===== src/rtl/key_cond.sv =====
// Push-button conditioner: 2-flop sync, per-key debounce, one-cycle press pulses.
// Optional inc auto-repeat FSM, built only when KEY_AUTOREPEAT_EN is defined.
module key_cond #(
  parameter int CW      = 16,
  parameter int DB_CNT  = 200,
  parameter int RPT_DLY = 5000,
  parameter int RPT_PER = 1000
) (
  input  logic clk,
  input  logic rst_n,
  input  logic key_mode_n,
  input  logic key_sel_n,
  input  logic key_inc_n,
  output logic mode_p,
  output logic sel_p,
  output logic inc_p,
  output logic inc_held
);

  localparam logic [CW-1:0] DB_TC = CW'(DB_CNT - 1);
  localparam logic [CW-1:0] ONE   = CW'(1);

  // key index: 0 = mode, 1 = select, 2 = increment
  logic [2:0]    raw;
  logic [2:0]    s1_q, s2_q;
  logic [2:0]    db_q, db_d;
  logic [2:0]    pr_q, pr_d;
  logic [CW-1:0] dc_q [3];
  logic [CW-1:0] dc_d [3];

  assign raw = ~{key_inc_n, key_sel_n, key_mode_n};

  always_comb begin
    db_d = db_q;
    pr_d = '0;
    for (int k = 0; k < 3; k++) begin
      dc_d[k] = dc_q[k];
      if (s2_q[k] == db_q[k]) begin
        dc_d[k] = '0;
      end else if (dc_q[k] == DB_TC) begin
        db_d[k] = s2_q[k];
        dc_d[k] = '0;
        // s2 differs from db here, so s2 & ~db reduces to s2: pulse on press only
        pr_d[k] = s2_q[k];
      end else begin
        dc_d[k] = dc_q[k] + ONE;
      end
    end
  end

  always_ff @(posedge clk or negedge rst_n) begin
    if (!rst_n) begin
      s1_q <= '0;
      s2_q <= '0;
      db_q <= '0;
      pr_q <= '0;
      for (int k = 0; k < 3; k++) begin
        dc_q[k] <= '0;
      end
    end else begin
      s1_q <= raw;
      s2_q <= s1_q;
      db_q <= db_d;
      pr_q <= pr_d;
      for (int k = 0; k < 3; k++) begin
        dc_q[k] <= dc_d[k];
      end
    end
  end

  assign mode_p   = pr_q[0];
  assign sel_p    = pr_q[1];
  assign inc_held = db_q[2];

`ifdef KEY_AUTOREPEAT_EN
  // state  | meaning
  // IDLE   | inc not debounced-held, waiting for a press pulse
  // DELAY  | inc held, counting the initial repeat delay
  // REPEAT | inc held, emitting a pulse every repeat period
  typedef enum logic [1:0] {
    IDLE   = 2'd0,
    DELAY  = 2'd1,
    REPEAT = 2'd2
  } rpt_state_e;

  localparam logic [CW-1:0] DLY_TC = CW'(RPT_DLY - 1);
  localparam logic [CW-1:0] PER_TC = CW'(RPT_PER - 1);

  rpt_state_e    st_q, st_d;
  logic [CW-1:0] hc_q, hc_d;
  logic          rpt_q, rpt_d;

  always_comb begin
    st_d  = st_q;
    hc_d  = hc_q;
    rpt_d = 1'b0;
    case (st_q)
      IDLE: begin
        if (pr_d[2]) begin
          st_d = DELAY;
          hc_d = '0;
        end
      end
      DELAY: begin
        if (!db_q[2]) begin
          st_d = IDLE;
          hc_d = '0;
        end else if (hc_q == DLY_TC) begin
          rpt_d = 1'b1;
          hc_d  = '0;
          st_d  = REPEAT;
        end else begin
          hc_d = hc_q + ONE;
        end
      end
      REPEAT: begin
        if (!db_q[2]) begin
          st_d = IDLE;
          hc_d = '0;
        end else if (hc_q == PER_TC) begin
          rpt_d = 1'b1;
          hc_d  = '0;
        end else begin
          hc_d = hc_q + ONE;
        end
      end
      default: begin
        st_d = IDLE;
        hc_d = '0;
      end
    endcase
  end

  always_ff @(posedge clk or negedge rst_n) begin
    if (!rst_n) begin
      st_q  <= IDLE;
      hc_q  <= '0;
      rpt_q <= 1'b0;
    end else begin
      st_q  <= st_d;
      hc_q  <= hc_d;
      rpt_q <= rpt_d;
    end
  end

  assign inc_p = pr_q[2] | rpt_q;
`else
  assign inc_p = pr_q[2];
`endif

endmodule


===== config.mk =====
export PLATFORM = sky130hd
export DESIGN_NAME = key_cond
export DESIGN_NICKNAME = d
export VERILOG_FILES = /design/src/rtl/key_cond.sv
export SDC_FILE = /design/constraint.sdc
export NUM_CORES = 1
export LEC_CHECK = 0
export ABC_AREA = 0
export CAP_MARGIN = 5
export CORE_ASPECT_RATIO = 0.7
export CORE_MARGIN = 4
export CORE_UTILIZATION = 50
export DETAILED_ROUTE_END_ITERATION = 7
export PLACE_DENSITY = 0.7
export SLEW_MARGIN = 20
export SYNTH_ARGS = -nofsm -noshare
export SYNTH_HDL_FRONTEND = slang
export SYNTH_SLANG_ARGS = --single-unit

===== constraint.sdc =====
create_clock -name clk -period 1.7 [get_ports clk]
set_input_delay 0.17 -clock clk [delete_from_list [all_inputs] [get_ports clk]]
set_output_delay 0.17 -clock clk [all_outputs]
set_load 0.01 [all_outputs]

==> results.json, run 1 <==
{
  "initial_core_util_pct": 51.8,
  "ys_seq_elements": 60,
  "cts_buffers": 9,
  "finalSetupTns_ps": 0,
  "regToRegStartpoint": "dc_q[16]",
  "hold_viol": 0,
  "tightest_slew_ps": 371,
  "final_common_cell": "dfrtp_1",
  "antenna_cells": 0,
  "port_buffers": 8,
  "layout-drive-gt1-share_pct": 11.7,
  "drtIter0Drc": 88,
  "cap_violations": 0,
  "synth.distinct_cells": 27,
  "crit_start": "dc_q[16]",
  "drtAntennaViolNets": 0,
  "layout_common_cells": "dfrtp_1, nor2_1, xor2_1",
  "grt-ovfl-total": 0,
  "power.density_nw_per_um2": 893,
  "antenna_found_initial": 0,
  "combPwrFrac_pct": 3.9,
  "grt_usage_pct": 16.5,
  "syn_area_per_cell_sq_um": 10.5,
  "finalNetCount": 294,
  "vias_per_cell": 5.24,
  "multi_input_area_sq_um": 1190,
  "die_x_microns": 96.5,
  "crit_type": "reg2reg",
  "clock_latency_ps": 330,
  "max_slew_margin_pct": 75.0,
  "fmax_mhz": 629,
  "rsz0062_at_grt": "no",
  "placed_area_sq_um": 2990,
  "slowest_stage": "dfrtp_1",
  "p_sw_share_pct": 21.4,
  "clk_path_buf_depth": 2,
  "seq_power_share_pct": 51.6,
  "grt_pass1_vias": 1898,
  "coreArea_sq_um": 5290,
  "period_needed_ps": 1590,
  "die_y_microns": 69.9,
  "hold_start": "key_mode_n",
  "slowest_delay_ps": 410,
  "p_switching_mw": 0.613,
  "critical_path_arrival_ps": 1810,
  "tritoncts": "yes",
  "clock-sinks": 60,
  "maxSlewViolCount": 0,
  "core.rowCount": 22,
  "final_area_sq_um": 3210,
  "wl_microns": 4850,
  "setup_viol": 0,
  "cp-start-kind": "flop",
  "syn_inst": 261,
  "required_ps": 1920,
  "drc": 0,
  "fill_cells": 450,
  "p_leak_nw": 1.39,
  "p_int_mw": 2.25,
  "hold_class": "in2reg",
  "grt_pass1_wl_microns": 8600,
  "p_clk_share_pct": 44.5,
  "synth.net_count": 269,
  "dp.cells": 345,
  "fin_skew_ps": 9.42,
  "instances_no_fill": 363,
  "clk_pin_slew_ps": 70,
  "final_core_util_pct": 60.7,
  "cp_max_fo": 15,
  "grt_max_degree": 61,
  "dr_total_vias": 1902,
  "regArea_sq_um": 1500,
  "io_pins": 9,
  "syn_area_sq_um": 2740,
  "wl_per_cell_microns": 13.4,
  "syn_to_final_growth_pct": 17.1,
  "period_share_pct": 93.5,
  "cts-root-buf": "clkbuf_8",
  "first_pass_iters": 4,
  "htree_levels": 3,
  "synth_seq_area_share_pct": 54.8,
  "vdd_ir_drop_max_v": 0.000628,
  "place_hpwl_microns": 3290,
  "die_area_sq_um": 6740,
  "status": "finished, final reports clean",
  "routabilityCongestion": 0.894,
  "yosysWarnings": 0,
  "cp-end-kind": "flop",
  "crit_chain": "ha_1 > and4_1 > nand4_1 > nand2_1 > buf_12 > nor2_1"
}
synthesized netlist by cell type (all sizes together):
cell type	instances	area (sq um)
nor3b	3	22.5
and3	8	50.1
mux2	3	33.8
xnor2	18	158
o31ai	1	7.51
nand4	17	106
dfrtp	60	1500
a21oi	2	10.0
or4	1	7.51
or3	1	6.26
nand2	11	41.3
o41ai	1	8.76
buf	5	27.5
nor3	7	35.0
nor4	11	68.8
xor2	25	219
clkbuf	1	3.75
ha	3	37.5
or2	1	8.76
nor2	48	180
and4	8	71.3
or3b	1	8.76
inv	4	15.0
nand3	21	110
worst max-delay path, delay by kind of cell (launching register included):
family | cells | cell delay (ps)
and+or+nand+nor | 4 | 710
DFF | 1 | 410
adders and majority gates | 1 | 190
buffers and inverters | 1 | 150
sequential cells by signal, indices dropped and copies added (netlist names):
name  flops
db_q      3
dc_q     48
pr_q      3
s1_q      3
s2_q      3
repair_timing:
item | in CTS | in global routing
gates resized for setup | 0 | 1
endpoints found under the setup margin | 0 | 22
hold buffers | 1 | 0
endpoints found under the hold margin | 60 | 0
buffers inserted | 0 | 1
power groups by stage:
stage / combinational [mW] / sequential [mW] / clock, mW
finish: 0.111 / 1.48 / 1.27
global route: 0.129 / 1.48 / 1.40
CTS: 0.115 / 1.48 / 1.32
detailed placement: 0.112 / 1.50 / 0
global placement: 0.110 / 1.50 / 0
floorplan: 0.0488 / 1.50 / 0
per-layer routing:
layer  vias to the layer above  track usage, %  share of wire [%]
li1                        965               -                  -
met5                         -               0                  0
met2                        46            21.6                 39
met4                         0            6.22                1.5
met3                         9            6.67                5.3
met1                       882            24.4                 54
metrics by stage:
step                hold slack (ps)  setup slack, ps  power (mW)
floorplan                      -126              161        1.54
global placement                196              125        1.61
detailed placement              200              111        1.62
CTS                             302             89.4        2.91
global route                    320            0.527        3.01
finish                          334              111        2.86
area by class of cell:
cell class                 count  share of cell area [%]
tap                           72                    2.81
timing repair buffer          20                    6.40
clock inverter                 4                    1.48
multi-input combinational    191                    37.2
clock buffer                  12                    4.84
inverter                       4                   0.468
sequential                    60                    46.8
final timing paths:
kind                       endpoint  slack [ps]  cells past startpoint
max reg2reg                dc_q[30]         110                      6
max in group asynchronous  dc_q[25]        1070                      3
min reg2reg                 s2_q[2]         350                      0
min in group asynchronous   s2_q[2]         380                      3
min                         s1_q[0]         330                      2
max                        dc_q[30]         110                      6
kinds of logic after synthesis:
kind of cell | after synthesis | share of synthesized area [%]
buffers and inverters | 10 | 1.69
AO/OA/AOI/OAI | 4 | 0.960
AND/OR/NAND/NOR | 138 | 26.2
multiplexers | 3 | 1.23
flip-flops | 60 | 54.8
XOR/XNOR | 43 | 13.8
adder cells (fa/ha/maj) | 3 | 1.37
Power figures use the tool's default switching activity.
==> run 2, diff against run 1 <==
CAP_MARGIN = 25   (was 5)
==> results of run 2 <==
Final layout, timing and power as in run 1 (identical DEF).
==> run 3, diff against run 2 <==
REMOVE_ABC_BUFFERS = 1   (was not set)
==> run 3 against run 2 <==
Total power decreased by 4.6%. Largest cell class unchanged. Critical path depth unchanged. Register-to-register slack about the same. Non-clock buffer count increased by 1. Count of clock-buffer cells in the layout decreased by 1.
==> results.json, run 3 (synthesis results as in run 1) <==
{
  "fill_cells": 445,
  "vias_per_cell": 5.35,
  "required_ps": 1920,
  "setup_viol": 0,
  "cp_max_fo": 15,
  "grt_pass1_vias": 1926,
  "finalNetCount": 295,
  "regMostFlops": "dc_q",
  "die_area_sq_um": 6740,
  "hold_viol": 0,
  "port_buffers": 8,
  "grt_usage_pct": 17.2,
  "maxSlewViolCount": 0,
  "clock_latency_ps": 340,
  "p_clk_share_pct": 41.8,
  "multi_input_area_sq_um": 1210,
  "placed_area_sq_um": 2980,
  "p_leak_nw": 1.37,
  "grt-ovfl-total": 0,
  "drtAntennaViolNets": 0,
  "drtIter0Drc": 100,
  "p_switching_mw": 0.639,
  "max_slew_margin_pct": 70.1,
  "grt_max_degree": 43,
  "dr_total_vias": 1943,
  "finalPower_mw": 2.73,
  "layout-drive-gt1-share_pct": 13.1,
  "initial_core_util_pct": 51.8,
  "final_core_util_pct": 60.3,
  "regArea_sq_um": 1500,
  "crit_type": "reg2reg",
  "clk_path_buf_depth": 2,
  "p_sw_share_pct": 23.4,
  "htree_levels": 3,
  "clk_pin_slew_ps": 70,
  "fmax_mhz": 627,
  "period_needed_ps": 1590,
  "antenna_found_initial": 0,
  "die_y_microns": 69.9,
  "first_pass_iters": 6,
  "power.density_nw_per_um2": 857,
  "grt_pass1_wl_microns": 8940,
  "io_pins": 9,
  "routabilityCongestion": 0.857,
  "tightest_slew_ps": 448,
  "core.rowCount": 22,
  "final_area_sq_um": 3190,
  "place_hpwl_microns": 3420,
  "cap_violations": 0,
  "syn_to_final_growth_pct": 16.4,
  "cts_buffers": 9,
  "cp-start-kind": "flop",
  "p_int_mw": 2.09,
  "vdd_ir_drop_max_v": 0.000458,
  "largest_reg_flops": 48,
  "cp-end-kind": "flop",
  "coreArea_sq_um": 5290,
  "post_cts_buffers": 0,
  "critical_path_arrival_ps": 1820,
  "wl_per_cell_microns": 13.5,
  "antenna_cells": 0,
  "final_common_cell": "dfrtp_1",
  "combPwrFrac_pct": 4.1,
  "hold_class": "in2async",
  "cts-root-buf": "clkbuf_8",
  "layout_common_cells": "dfrtp_1, nor2_1, xor2_1",
  "tritoncts": "yes",
  "drc": 0,
  "wl_microns": 4890,
  "fin_skew_ps": 4.49,
  "die_x_microns": 96.5,
  "status": "finished, final reports clean",
  "clock-sinks": 60,
  "whs_ps": 308,
  "period_share_pct": 93.8,
  "seq_power_share_pct": 54.1
}
## run 3: final timing paths
kind / to / slack, ps / depth (start not counted) / from
min: dc_q[46] / 310 / 2 / rst_n
max in group asynchronous: dc_q[17] / 830 / 3 / rst_n
min reg2reg: s2_q[2] / 350 / 0 / s1_q[2]
max: dc_q[37] / 110 / 6 / dc_q[32]
min in group clk: s1_q[0] / 310 / 2 / key_mode_n
max reg2reg: dc_q[37] / 110 / 6 / dc_q[32]
## run 3: critical path, cell delays in order, from the launching register on
cell and delay (ps):
dfrtp_1 390, ha_2 230, and4_2 290, nand4_1 190, nand2_1 150, buf_6 170
nor2_1 70
## run 3: cell type report
type	count	share of cell area, %
sequential	60	47.1
multi-input combinational	191	38.0
timing repair buffer	21	6.01
clock buffer	11	4.75
tap	72	2.83
clock inverter	4	0.785
inverter	4	0.471
## run 3: what timing repair did
action / CTS / global route
endpoints found under the setup margin: 0 / 30
resized for setup: 0 / 6
hold buffers: 1 / 0
endpoints found under the hold margin: 18 / 0
## run 3: stage by stage
step                      TNS, ps  instances  setup WS (ps)
after floorplan                 0        255            184
after global placement          0        347            100
after detailed placement        0        347           63.3
after CTS                       0        363           45.1
after global routing         -122        363          -25.6
final                           0        363            106
## run 3: power by group through the flow
stage | registers (mW) | logic (mW) | clock network, mW
floorplan | 1.50 | 0.0418 | 0
global placement | 1.50 | 0.107 | 0
detailed placement | 1.50 | 0.108 | 0
CTS | 1.48 | 0.112 | 1.18
global route | 1.48 | 0.129 | 1.25
finish | 1.48 | 0.111 | 1.14
## run 3: metal layers
metal / GRT usage [%] / up-vias / part of all wire, %
li1: - / 966 / -
met1: 25.4 / 945 / 54
met2: 23.3 / 28 / 42
met3: 5.49 / 4 / 3.8
met4: 6.53 / 0 / 0.74
met5: 0 / - / 0
==> variant 1, RTL diff (flow settings as in run 3) <==
Add a define of `KEY_AUTOREPEAT_EN`.
--- a/src/rtl/key_cond.sv
+++ b/src/rtl/key_cond.sv
@@ -1,4 +1,6 @@
 // Push-button conditioner: 2-flop sync, per-key debounce, one-cycle press pulses.
 // Optional inc auto-repeat FSM, built only when KEY_AUTOREPEAT_EN is defined.
+`define KEY_AUTOREPEAT_EN
+
 module key_cond #(
   parameter int CW      = 16,
Behaviour: same outputs for any inputs over 10 cycles, from zero or initial values and one cycle with rst_n low; that may be too few to reach the edited logic, so the function may still have changed.
==> variant 1 against run 3 <==
- the flow now finishes with violations (negative setup slack)
- global-route usage grew 2.3 points
- synthesized area rose by 41%
- total power is 21% higher
- sequential cell count rose by 19
- design area is 49% higher
- critical path depth is the same
- clock power increased by 9.6%
- fmax decreased by 23%
- cell count grew 55%
- worst setup slack worse by 0.48 ns
- via count rose by 57%
- routed wire length increased by 67%
- die area is 37% higher
- critical path type unchanged
- largest cell class unchanged
- largest power group unchanged
==> variant 1: results (changes against run 3) <==
- Status: finished with violations
- Failing checks: negative setup slack
- Filler instances: 607 (+36%)
- Post-synthesis compound-gate area fraction: 6.040% (+5.1 points)
- VDD IR-drop max: 0.0005422 V (+18%)
- IO Port Bufs: 8 (unchanged)
- Met2 GRT Util: 30.56% (+7.2 points)
- Initial antenna violation count: 0 (unchanged)
- GRT Overall Usage: 19.44% (+2.3 points)
- Final Skew: 0.009780 ns (+0.005294 ns)
- Commonest cells in the netlist: dfrtp_1 (79), nor2_1 (57), nand3_1 (39)
- Synth Area in XOR/XNOR: 9.948% (-3.8 points)
- Number of instances in the placed design: 543 (+56%)
- Vias in the first global route: 3021 (+57%)
- Critical R2R Launch: hc_q[15]
- First-pass GRT wire length: 14140 um (+58%)
- Worst setup path startpoint: hc_q[15]
- Crit path capture: hc_q[7]
- Min-delay worst type: in2async
- DRT Pass-1 Iters: 5 (-1)
- Post-DP HPWL: 5611 um (+64%)
- Synth area leaders: dfrtp_1 (51%), nor2_1 (5.5%), xor2_1 (5.2%), nand3_1 (5.0%), xnor2_1 (4.7%)
- Adder-cell share of the synthesized area: 2.261% (+0.89 points)
- Placed cell area: 4466 sq um (+50%)
- NumNets Final: 471 (+60%)
- Initial DRC Count: 318 (+220%)
- Vias/cell: 5.446 (+1.7%)
- WL per Instance: 14.51 um (+7.8%)
- Setup TNS: -5.460 ns (-5.460 ns)
- Met2 WL: 3574 um (+76%)
- Yosys warns: 0 (unchanged)
- Met3 routed WL: 382 um (+110%)
- Sw frac: 23.73% (+0.33 points)
- Worst Setup Slack, final: -0.3722 ns (-0.4778 ns)
- Place WS: -0.5161 ns (-0.5794 ns)
- Met1 Usage GRT: 26.18% (+0.74 points)
- Hold WS: 0.2392 ns (-0.06864 ns)
- Met3 usage: 5.817% (+0.33 points)
- Worst-skew pair later-pin latency: 0.36 ns (+0.02 ns)
- Global placer's final weighted congestion: 0.8366 (-2.4%)
- Crit path arrival time: 2.31 ns (+0.49 ns)
- Synth unique cells: 41 (+52%)
- Worst-Margin Slew: 0.3509 ns (-0.09713 ns)
- Post-CTS sizing: 15 (+15)
- Share of layout cells above drive strength 1: 20.09% (+7.0 points)
- Clock Power Share: 37.8% (-4.0 points)
- Worst R2R Path Depth: 6 (unchanged)
- Synth Area per Inst: 9.757 sq um (-7.0%)
- Largest net degree at the start of global routing: 57 (+33%)
- Wire length on met1: 4109 um (+56%)
- Seq/Total Area, Yosys: 51.03% (-3.8 points)
- Mux contribution to synthesized area: 0.8721% (-0.36 points)
- Total number of vias: 3055 (+57%)
- Final slew viol count: 0 (unchanged)
- Worst-path clk slew: 0.09 ns (+0.02 ns)
- Clock Path Buffers: 2 (unchanged)
- Lkg Pwr: 2.129 nW (+55%)
- P_seq: 0.00192 W (+30%)
- Crit path max fanout: 7 (-8)
- Final Setup Violations: 17 (+17)
-- variant 1: cell count changes in the layout (fill, tap and decap cells not counted), sizes merged, moves of 8 or more --
cell    delta
nor2       +9
o311ai    +10
dfrtp     +19
nand2     +25
and3       +8
inv        +8
nand3     +18
buf       +45
-- variant 1: final cells by class --
| type | instances | area, sq um | share of cell area (%) |
|---|---|---|---|
| clock inverter | 5 | 33.78 | 0.7109 |
| sequential | 79 | 1977 | 41.60 |
| inverter | 11 | 41.29 | 0.8689 |
| clock buffer | 10 | 137.6 | 2.896 |
| multi-input combinational | 292 | 1861 | 39.15 |
| timing repair buffer | 66 | 579.3 | 12.19 |
| tap | 98 | 122.6 | 2.580 |
-- variant 1: critical path: stages (launching register included) --
cell       delay [ns]
dfrtp_1          0.39
or4_4            0.56
or4_4            0.46
o2bb2ai_4        0.18
buf_6            0.17
nand3_1          0.10
o311ai_2         0.10
==> variant 2, RTL diff (settings of run 3) <==
Without the edit above. Put a register stage on the outputs `mode_p`, `sel_p`, `inc_p` and `inc_held`. The values now appear one clock later.
--- a/src/rtl/key_cond.sv
+++ b/src/rtl/key_cond.sv
@@ -69,7 +69,10 @@
   end
 
-  assign mode_p   = pr_q[0];
-  assign sel_p    = pr_q[1];
-  assign inc_held = db_q[2];
+  always_ff @(posedge clk) begin
+    mode_p   <= pr_q[0];
+    sel_p    <= pr_q[1];
+    inc_p    <= pr_q[2];
+    inc_held <= db_q[2];
+  end
 
 `ifdef KEY_AUTOREPEAT_EN
@@ -146,5 +149,4 @@
   assign inc_p = pr_q[2] | rpt_q;
 `else
-  assign inc_p = pr_q[2];
 `endif
 
Behaviour: no difference found for any inputs over 10 cycles, from zero or initial values and one cycle with rst_n low; that may be too few to reach the edited logic, so the function may still have changed.
==> variant 2 against run 3 <==
- design area grew 3.7%
- count of clock-buffer cells in the layout shrank 1
- total power grew 18%
- critical endpoint is now dc_q[15]
- routed wire length grew 3.4%
- worst setup slack gained 0.016 ns
- critical path type unchanged
- sequential power grew 6%
- largest cell class unchanged
- global-route usage shrank 1.6 points
- synthesized area grew 2.9%
- sequential cell count grew 4
==> variant 2: results (changes against run 3) <==
- Total number of vias: 1994 (+2.6%)
- Vias/cell: 5.448 (+1.8%)
- Met2 WL: 2155 um (+6.0%)
- Global placer's final weighted congestion: 0.8632 (+0.74%)
- Vias in the first global route: 1835 (-4.7%)
- Synth Area per Inst: 10.64 sq um (+1.4%)
- Placed cell area: 3053 sq um (+2.6%)
- Wire length on met1: 2572 um (-2.1%)
- Worst R2R Path Depth: 4 (-2)
- Critical R2R Launch: dc_q[6]
- Crit path arrival time: 1.84 ns (+0.02 ns)
- Worst-path clk slew: 0.07 ns (about the same)
- Flop-to-flop setup slack: 0.12 ns (+0.02 ns)
- Synth area leaders: dfrtp_1 (53%), xor2_1 (7.8%), nor2_1 (6.4%), xnor2_1 (5.6%), nand4_1 (3.8%)
- P_comb: 0.000108 W
- Number of flip-flops in the largest register: 48 (unchanged)
- VDD IR-drop max: 0.0006800 V (+49%)
- Min-delay worst type: in2reg
- Clock Tree Root: clkbuf_8
- GRT Overall Usage: 15.60% (-1.6 points)
- CP max stage cell: or4_1
- Number of instances in the placed design: 349 (+0.58%)
- Seq pwr share: 48.8% (-5.3 points)
- Met3 routed WL: 258 um (+39%)
- Synth unique cells: 28 (+3.7%)
- Worst Hold Launch: key_mode_n
- First-pass GRT wire length: 8707 um (-2.6%)
- Yosys warns: 0 (unchanged)
- Crit path max-delay family: simple AND/OR/NAND/NOR gates
- Worst Setup Slack, final: 0.1213 ns (+0.01569 ns)
- Worst relative slew slack: 75.24% (+5.1 points)
- CP max stage delay: 0.47 ns (+0.08 ns)
- Place WS: 0.09499 ns (+0.03173 ns)
- Filler instances: 429 (-3.6%)
- Share of layout cells above drive strength 1: 12.24% (-0.81 points)
- DRT Pass-1 Iters: 4 (-2)
- Comb pwr share: 3.4% (-0.7 points)
- Cts bufs inserted: 9 (unchanged)
- Status: completed
- N_diodes: 0 (unchanged)
- CP startpoint kind: register
- Number of synthesized flops with an enable pin: 0 (unchanged)
- P_int: 0.002560 W (+22%)
- Crit path capture: dc_q[15]
- Crit path max fanout: 4 (-11)
- Post-synthesis async set-or-reset flop share: 93.75% (-6.3 points)
- Post-Route WL: 5050 um (+3.4%)
- Seq/Total Area, Yosys: 56.10% (+1.3 points)
- Largest net degree at the start of global routing: 61 (+42%)
- Lkg Pwr: 1.426 nW (+3.8%)
- Max Used Layer: met4
- NumNets Final: 297 (+0.68%)
- Final Skew: 0.009804 ns (+0.005318 ns)
- Initial DRC Count: 95 (-5.0%)
- Commonest cells in the netlist: dfrtp_1 (60), nor2_1 (48), xor2_1 (25)
- Worst-skew pair later-pin latency: 0.34 ns (about the same)
- Post-DP HPWL: 3285 um (-3.9%)
[variant 2: routing by layer]
layer / GRT usage, % / vias up
li1: - / 969
met1: 22.44 / 954
met2: 22.25 / 60
met3: 4.729 / 11
met4: 5.991 / 0
met5: 0 / -
[variant 2: final cells by class]
class / count / area [sq um] / share of cell area, %
inverter: 4 / 15.01 / 0.4542
tap: 72 / 90.09 / 2.725
sequential: 64 / 1583 / 47.88
multi-input combinational: 191 / 1197 / 36.22
clock buffer: 10 / 127.6 / 3.861
timing repair buffer: 19 / 185.2 / 5.602
clock inverter: 6 / 107.6 / 3.255
[variant 2: kinds of logic (layout without fill, tap and decap cells)]
| group | count (synthesis) | after routing | share of synthesized area (%) |
|---|---|---|---|
| AO/OA/AOI/OAI | 4 | 4 | 0.9323 |
| XOR/XNOR | 43 | 43 | 13.36 |
| adder cells (fa/ha/maj) | 3 | 3 | 1.332 |
| buffers and inverters | 10 | 39 | 1.642 |
| flip-flops | 64 | 64 | 56.10 |
| multiplexers | 3 | 3 | 1.198 |
| AND/OR/NAND/NOR | 138 | 138 | 25.43 |
[variant 2: repair_timing]
item / CTS / global route
hold buffers: 1 / 0
setup buffers: 0 / 0
hold endpoints to repair: 60 / 0
resized for setup: 0 / 4
endpoints found under the setup margin: 0 / 28
[variant 2: worst min path at each step]
| stage | endpoint | slack (ns) | cells past startpoint |
|---|---|---|---|
| after floorplan | db_q[0] | -0.13 | 0 |
| after global placement | dc_q[26] | 0.20 | 2 |
| after detailed placement | dc_q[28] | 0.20 | 2 |
| after CTS | s1_q[1] | 0.29 | 2 |
| after global routing | s1_q[0] | 0.31 | 2 |
| final | s1_q[0] | 0.31 | 2 |
